[src/rtl/rvee_bus_pkg.sv]
// ============================================================================
// Module      : rvee_bus_pkg
// Description : Shared types for the fetch/data bus arbiter.
// Revision    : 1.0 - initial release
// ============================================================================
`default_nettype none

package rvee_bus_pkg;

  typedef enum logic {
    RVEE_OWN_F = 1'b0,
    RVEE_OWN_D = 1'b1
  } rvee_owner_e;

  typedef enum logic [1:0] {
    ARB_IDLE   = 2'd0,
    ARB_HOLD_F = 2'd1,
    ARB_HOLD_D = 2'd2
  } rvee_arb_state_e;

  typedef struct packed {
    rvee_owner_e owner;
    logic        kill;
  } rvee_idq_entry_t;

  localparam logic [1:0] c_size_byte = 2'd0;
  localparam logic [1:0] c_size_half = 2'd1;
  localparam logic [1:0] c_size_word = 2'd2;

endpackage

`default_nettype wire

[src/rtl/rvee_bus_idq.sv]
// ============================================================================
// Module      : rvee_bus_idq
// Description : In-order queue of outstanding bus requests {owner, kill}.
// Revision    : 1.0 - initial release
// ============================================================================
`default_nettype none

module rvee_bus_idq
  import rvee_bus_pkg::*;
#(
  parameter int MAX_OUTSTANDING = 2
) (
  input  logic            clk,
  input  logic            rst,
  input  logic            push,
  input  rvee_idq_entry_t push_entry,
  input  logic            pop,
  input  logic            kill_f,
  output rvee_idq_entry_t head,
  output logic            full,
  output logic            empty
);

  localparam int PW = (MAX_OUTSTANDING > 1) ? $clog2(MAX_OUTSTANDING) : 1;
  localparam int CW = $clog2(MAX_OUTSTANDING + 1);
  localparam logic [PW-1:0] c_last  = PW'(MAX_OUTSTANDING - 1);
  localparam logic [CW-1:0] c_depth = CW'(MAX_OUTSTANDING);

  rvee_idq_entry_t r_mem [MAX_OUTSTANDING];
  logic [PW-1:0]   r_wptr;
  logic [PW-1:0]   r_rptr;
  logic [CW-1:0]   r_count;
  logic            w_push;
  logic            w_pop;

  assign full   = (r_count == c_depth);
  assign empty  = (r_count == '0);
  assign head   = r_mem[r_rptr];
  assign w_push = push && !full;
  assign w_pop  = pop && !empty;

  always_ff @(posedge clk or posedge rst) begin
    if (rst) begin
      for (int i = 0; i < MAX_OUTSTANDING; i++) begin
        r_mem[i] <= '0;
      end
      r_wptr  <= '0;
      r_rptr  <= '0;
      r_count <= '0;
    end else begin
      // The slot written this cycle holds a request accepted after the flush
      // was raised, so it takes the new entry rather than the kill mark.
      for (int i = 0; i < MAX_OUTSTANDING; i++) begin
        if (w_push && (r_wptr == PW'(i))) begin
          r_mem[i] <= push_entry;
        end else if (kill_f && (r_mem[i].owner == RVEE_OWN_F)) begin
          r_mem[i].kill <= 1'b1;
        end
      end
      if (w_push) begin
        r_wptr <= (r_wptr == c_last) ? '0 : r_wptr + 1'b1;
      end
      if (w_pop) begin
        r_rptr <= (r_rptr == c_last) ? '0 : r_rptr + 1'b1;
      end
      case ({w_push, w_pop})
        2'b10:   r_count <= r_count + 1'b1;
        2'b01:   r_count <= r_count - 1'b1;
        default: r_count <= r_count;
      endcase
    end
  end

endmodule

`default_nettype wire

[src/rtl/rvee_bus_arb.sv]
// ============================================================================
// Module      : rvee_bus_arb
// Description : Fetch/data arbiter for a single in-order memory bus port.
// Revision    : 1.0 - initial release
// ============================================================================
`default_nettype none

module rvee_bus_arb
  import rvee_bus_pkg::*;
#(
  parameter int AWIDTH          = 32,
  parameter int DWIDTH          = 32,
  parameter int MAX_OUTSTANDING = 2,
  parameter int STARVE_MAX      = 4
) (
  input  logic              clk,
  input  logic              rst,
  input  logic              f_req_valid,
  output logic              f_req_ready,
  input  logic [AWIDTH-1:0] f_req_addr,
  input  logic              f_flush,
  output logic              f_rsp_valid,
  output logic [DWIDTH-1:0] f_rsp_data,
  input  logic              m_req_valid,
  output logic              m_req_ready,
  input  logic [AWIDTH-1:0] m_req_addr,
  input  logic              m_req_we,
  input  logic [DWIDTH-1:0] m_req_wdata,
  input  logic [1:0]        m_req_size,
  output logic              m_rsp_valid,
  output logic [DWIDTH-1:0] m_rsp_data,
  output logic              b_req_valid,
  input  logic              b_req_ready,
  output logic [AWIDTH-1:0] b_req_addr,
  output logic              b_req_we,
  output logic [DWIDTH-1:0] b_req_wdata,
  output logic [1:0]        b_req_size,
  input  logic              b_rsp_valid,
  input  logic [DWIDTH-1:0] b_rsp_data,
  output logic              err
);

  localparam int SW = $clog2(STARVE_MAX + 1);
  localparam logic [SW-1:0] c_starve_max = SW'(STARVE_MAX);

  rvee_arb_state_e   r_state;
  logic [SW-1:0]     r_starve;
  logic              r_f_rsp_valid;
  logic [DWIDTH-1:0] r_f_rsp_data;
  logic              r_m_rsp_valid;
  logic [DWIDTH-1:0] r_m_rsp_data;
  logic              r_err;

  logic              w_gnt_valid;
  rvee_owner_e       w_gnt_owner;
  logic              w_f_granted;
  logic              w_xfer;
  logic              w_full;
  logic              w_empty;
  logic              w_pop;
  logic              w_head_kill;
  rvee_idq_entry_t   w_head;
  rvee_idq_entry_t   w_push_entry;

  always_comb begin
    w_gnt_valid = 1'b0;
    w_gnt_owner = RVEE_OWN_D;
    case (r_state)
      ARB_HOLD_F: begin
        w_gnt_valid = f_req_valid;
        w_gnt_owner = RVEE_OWN_F;
      end
      ARB_HOLD_D: begin
        w_gnt_valid = m_req_valid;
        w_gnt_owner = RVEE_OWN_D;
      end
      default: begin
        if (f_req_valid && ((r_starve == c_starve_max) || !m_req_valid)) begin
          w_gnt_valid = 1'b1;
          w_gnt_owner = RVEE_OWN_F;
        end else if (m_req_valid) begin
          w_gnt_valid = 1'b1;
          w_gnt_owner = RVEE_OWN_D;
        end
      end
    endcase
  end

  // Request-side outputs are combinational, so they are gated with rst to
  // read zero throughout reset without waiting for a clock.
  assign b_req_valid = !rst && w_gnt_valid && !w_full;
  assign w_xfer      = b_req_valid && b_req_ready;
  assign f_req_ready = w_xfer && (w_gnt_owner == RVEE_OWN_F);
  assign m_req_ready = w_xfer && (w_gnt_owner == RVEE_OWN_D);
  assign w_f_granted = w_gnt_valid && (w_gnt_owner == RVEE_OWN_F);

  always_comb begin
    b_req_addr  = '0;
    b_req_we    = 1'b0;
    b_req_wdata = '0;
    b_req_size  = '0;
    if (!rst) begin
      if (w_gnt_owner == RVEE_OWN_F) begin
        b_req_addr = f_req_addr;
        b_req_size = c_size_word;
      end else begin
        b_req_addr  = m_req_addr;
        b_req_we    = m_req_we;
        b_req_wdata = m_req_wdata;
        b_req_size  = m_req_size;
      end
    end
  end

  always_ff @(posedge clk or posedge rst) begin
    if (rst) begin
      r_state  <= ARB_IDLE;
      r_starve <= '0;
    end else begin
      case (r_state)
        ARB_IDLE: begin
          if (b_req_valid && !b_req_ready) begin
            r_state <= (w_gnt_owner == RVEE_OWN_F) ? ARB_HOLD_F : ARB_HOLD_D;
          end
        end
        ARB_HOLD_F, ARB_HOLD_D: begin
          if (w_xfer) begin
            r_state <= ARB_IDLE;
          end
        end
        default: r_state <= ARB_IDLE;
      endcase
      if (f_req_ready) begin
        r_starve <= '0;
      end else if (f_req_valid && !w_f_granted && (r_starve != c_starve_max)) begin
        r_starve <= r_starve + 1'b1;
      end
    end
  end

  assign w_push_entry = '{owner: w_gnt_owner, kill: 1'b0};
  assign w_pop        = b_rsp_valid && !w_empty;
  // A flush in the same cycle as the head's response still kills it.
  assign w_head_kill  = w_head.kill || (f_flush && (w_head.owner == RVEE_OWN_F));

  rvee_bus_idq #(
    .MAX_OUTSTANDING(MAX_OUTSTANDING)
  ) u_idq (
    .clk       (clk),
    .rst       (rst),
    .push      (w_xfer),
    .push_entry(w_push_entry),
    .pop       (w_pop),
    .kill_f    (f_flush),
    .head      (w_head),
    .full      (w_full),
    .empty     (w_empty)
  );

  always_ff @(posedge clk or posedge rst) begin
    if (rst) begin
      r_f_rsp_valid <= 1'b0;
      r_f_rsp_data  <= '0;
      r_m_rsp_valid <= 1'b0;
      r_m_rsp_data  <= '0;
      r_err         <= 1'b0;
    end else begin
      r_f_rsp_valid <= w_pop && (w_head.owner == RVEE_OWN_F) && !w_head_kill;
      r_m_rsp_valid <= w_pop && (w_head.owner == RVEE_OWN_D);
      if (w_pop && (w_head.owner == RVEE_OWN_F) && !w_head_kill) begin
        r_f_rsp_data <= b_rsp_data;
      end
      if (w_pop && (w_head.owner == RVEE_OWN_D)) begin
        r_m_rsp_data <= b_rsp_data;
      end
      if (b_rsp_valid && w_empty) begin
        r_err <= 1'b1;
      end
    end
  end

  assign f_rsp_valid = r_f_rsp_valid;
  assign f_rsp_data  = r_f_rsp_data;
  assign m_rsp_valid = r_m_rsp_valid;
  assign m_rsp_data  = r_m_rsp_data;
  assign err         = r_err;

endmodule

`default_nettype wire

[config.mk]
export PLATFORM = sky130hd
export DESIGN_NAME = rvee_bus_arb
export DESIGN_NICKNAME = d
export VERILOG_FILES = /design/src/rtl/rvee_bus_pkg.sv /design/src/rtl/rvee_bus_idq.sv /design/src/rtl/rvee_bus_arb.sv
export SDC_FILE = /design/constraint.sdc
export NUM_CORES = 1
export LEC_CHECK = 0
export CAP_MARGIN = 20
export CORE_ASPECT_RATIO = 2
export CORE_MARGIN = 3
export CORE_UTILIZATION = 36
export CTS_CLUSTER_DIAMETER = 200
export CTS_CLUSTER_SIZE = 14
export DETAILED_ROUTE_END_ITERATION = 12
export GPL_ROUTABILITY_DRIVEN = 0
export PLACE_DENSITY = 0.82
export REMOVE_ABC_BUFFERS = 1
export SLEW_MARGIN = 15
export SYNTH_ARGS = -nofsm -noshare
export SYNTH_HDL_FRONTEND = slang
export SYNTH_SLANG_ARGS = --single-unit
[constraint.sdc]
create_clock -name clk -period 5.9 [get_ports clk]
set_clock_uncertainty 0.2 [all_clocks]
set_input_delay 0.885 -clock clk [delete_from_list [all_inputs] [get_ports clk]]
set_output_delay 0.885 -clock clk [all_outputs]
set_load 0.02 [all_outputs]
==> results.py <==
metrics = {
    "grt": {
        "antenna_found_initial": 1,
        "grt_max_degree": 59,
        "grt-ovfl-total": 0,
        "grt_pass1_wl_mm": 21.56,
        "grt_pass1_vias": 4021,
        "grt_use_total": 0.2278,
    },
    "yosys": {
        "synth_async_sr_flop_share": 1.000,
        "synth_area_per_cell_sq_um": 10.90,
        "synth-xor-area-share": 0.01328,
        "synthMuxAreaShare": 0.1960,
        "synth_compound_area_frac": 0.07588,
        "syn_area_sq_mm": 0.003958,
        "synth_edf_count": 0,
        "netlist_instances": 363,
        "synth-seq-cells": 80,
        "ys.flop_type": "dfrtp_1",
        "yosys.area.top_type_share": 0.5058,
        "synth_fa_ha_area_frac": 0.01897,
        "ys_types": 34,
        "synth_top_area_cell": "dfrtp_1",
        "synth_top_family_by_area": "multiplexers",
        "synth_simple_gate_area_share": 0.1445,
        "yosysSeqAreaShare": 0.5058,
        "ys_warn_count": 0,
        "yosys-top-cells-area": "dfrtp_1, mux2_2, nand2_1",
    },
    "final_layout": {
        "nets": 774,
        "final_cell_mix": "clkdlybuf4s50_1, dfrtp_1, nand2_1",
        "fin_area_sq_mm": 0.007151,
        "synthToLayoutAreaGrowth_pct": 80.68,
        "n_antenna_cell": 0,
        "fill_cells": 829,
        "mostFrequentLayoutCell": "clkdlybuf4s50_1",
        "final_layout_size_suffix_gt1_frac": 0.1404,
        "fin_cells": 771,
        "post-route-util": 0.6739,
    },
    "power_and_ir_drop": {
        "clkPwrFrac": 0.181,
        "power_leakage_nw": 3.068,
        "sw_frac_of_total": 0.3771,
        "finalPower_mw": 3.651,
        "p_per_area_mw_per_mm2": 510.6,
        "ir_worst_vdd_mv": 0.4083,
        "switching_power_mw": 1.377,
        "internal_power_mw": 2.274,
        "seqPwrFrac": 0.265,
        "comb_power_share": 0.553,
    },
    "setup_path": {
        "crit_arrival_ns": 3.57,
        "critical_path_class": "in2out",
        "rrSetupSlack_ns": 3.31,
        "reg2reg_from": "r_state[0]",
        "worstSetupStartpointType": "primary input",
        "end_kind": "output port",
        "cp_max_fo": 35,
        "cpMostUsedCell": "clkdlybuf4s50_1",
        "slowest_delay_ns": 0.63,
        "required_ns": 4.82,
        "worstRegToRegCells": 7,
        "rr_endpoint": "u_idq.r_count[1]",
        "path_cells": "clkdlybuf4s50_1, nor2b_1, a221o_2, buf_4, nand2_1, a21oi_1, clkdlybuf4s50_1",
        "crit_slowest_cell": "clkdlybuf4s50_1",
    },
    "cts": {
        "htree_levels": 3,
        "cts.sinks": 80,
        "ctsResizeCount": 0,
        "cts_root_buffer": "clkbuf_16",
        "holdBufCountCts": 0,
        "cts_setup_buffers": 0,
        "clkTransAtPathRegs_ns": 0.06,
        "clk_path_buf_depth": 2,
        "tritoncts": "yes",
        "clk_latency_ns": 0.32,
        "cts_buffers": 9,
    },
    "drt": {
        "drtPass1Iterations": 4,
        "drc_errors": 0,
        "vias": 3839,
        "wl_mm": 14.37,
        "initialDrtViolationCount": 133,
        "ant_nets": 0,
        "routedWlPerCell_um": 18.63,
        "routed_via_density": 4.979,
    },
    "timing": {
        "tightest_slew_ns": 1.001,
        "setup_violations": 0,
        "tns_ns": 0,
        "relSlewSlack": 0.3311,
        "rsz0062_at_grt": "false",
        "final_hold_viol_count": 0,
        "whs_ns": 0.2549,
        "slew_viol_final": 0,
        "setup_slack_ns": 1.243,
        "period_share": 0.7893,
        "period_needed_ns": 4.657,
        "fmax_ghz": 0.2147,
    },
    "floorplanning": {
        "core_region_area_sq_mm": 0.01061,
        "die_w_um": 80.14,
        "start_util": 0.3730,
        "die-area_sq_mm": 0.01236,
        "fp-row-count": 53,
        "dieHeight_um": 154.3,
        "io_pins": 275,
    },
    "status": {
        "status": "finished clean",
    },
    "min_path": {
        "hold_path.class": "reg2reg",
        "hold_path_depth": 1,
        "min_from": "err",
        "hold_path_end": "err",
    },
    "placed_design": {
        "pre_cts_ws_ns": 1.266,
        "placed_cell_area_sq_mm": 0.006793,
        "hpwl_mm": 11.54,
        "numPortBuffers": 274,
        "dp_cells": 756,
    },
    "run": {
        "cap_violations": 0,
    },
}
==> final cells by class <==
type                    instances  area (sq um)  area share
repair buffers                280          2788      0.3899
flip-flops and latches         80          2002      0.2800
clock buffers                  10         229.0     0.03202
inverters                       9         36.28    0.005074
well taps                     137         171.4     0.02397
clock inverters                 5         128.9     0.01802
multi-input cells             250          1795      0.2511
==> cells in the mapped netlist, types with 2 or more instances <==
cell type,instances
o32ai_1,2
dfrtp_1,80
ha_1,6
mux2_1,3
inv_1,9
and3_1,35
mux2i_1,4
o2111ai_1,2
clkbuf_1,11
mux2_2,61
nand2_1,65
buf_6,6
nor2_1,14
nand2b_1,2
xnor2_1,5
a21oi_1,35
buf_2,6
==> registers in the layout (all words and copies together) (netlist names) <==
name           flops
err                1
f_rsp_data        32
f_rsp_valid        1
m_rsp_data        32
m_rsp_valid        1
r_starve           3
r_state            2
u_idq.r_count      2
u_idq.r_mem        4
u_idq.r_rptr       1
u_idq.r_wptr       1
==> power groups by stage <==
| stage | clock network [mW] | registers, mW | logic [mW] |
|---|---|---|---|
| CTS | 0.675 | 0.972 | 2.04 |
| finish | 0.662 | 0.968 | 2.02 |
| floorplan | 0 | 1.23 | 0.787 |
| global route | 0.697 | 1.00 | 2.15 |
| global placement | 0 | 0.955 | 1.98 |
| detailed placement | 0 | 0.979 | 2.03 |
==> critical path, delay by kind of cell <==
family	cells	cell delay, ns
simple gates	2	0.38
compound gates	2	0.75
buf+inv	3	1.54
==> layer usage <==
metal | global-route usage | vias to the layer above | share of wire
met2 | 0.4237 | 202 | 0.53
met4 | 0.07977 | 2 | 0.026
li1 | - | 1782 | -
met3 | 0.08625 | 25 | 0.11
met5 | 0 | - | 0.00090
met1 | 0.2218 | 1828 | 0.33
==> worst max-delay path by stage <==
stage | startpoint | endpoint | slack, ns | depth (start not counted)
detailed placement | m_req_valid | b_req_addr[12] | 1.27 | 7
global placement | m_req_valid | b_req_addr[12] | 1.36 | 7
CTS | m_req_valid | b_req_addr[12] | 1.27 | 7
global route | m_req_valid | b_req_addr[12] | 1.05 | 7
floorplan | rst | f_req_ready | 0.61 | 3
finish | m_req_valid | b_req_addr[12] | 1.24 | 7
==> cell families after synthesis <==
| family | Yosys count |
|---|---|
| DFF | 80 |
| muxes | 69 |
| and+or+nand+nor | 120 |
| buffers and inverters | 33 |
| adders and majority gates | 6 |
| xor gates and xnor gates | 6 |
| AOI/OAI and AO/OA | 49 |
Power figures use the tool's default switching activity.
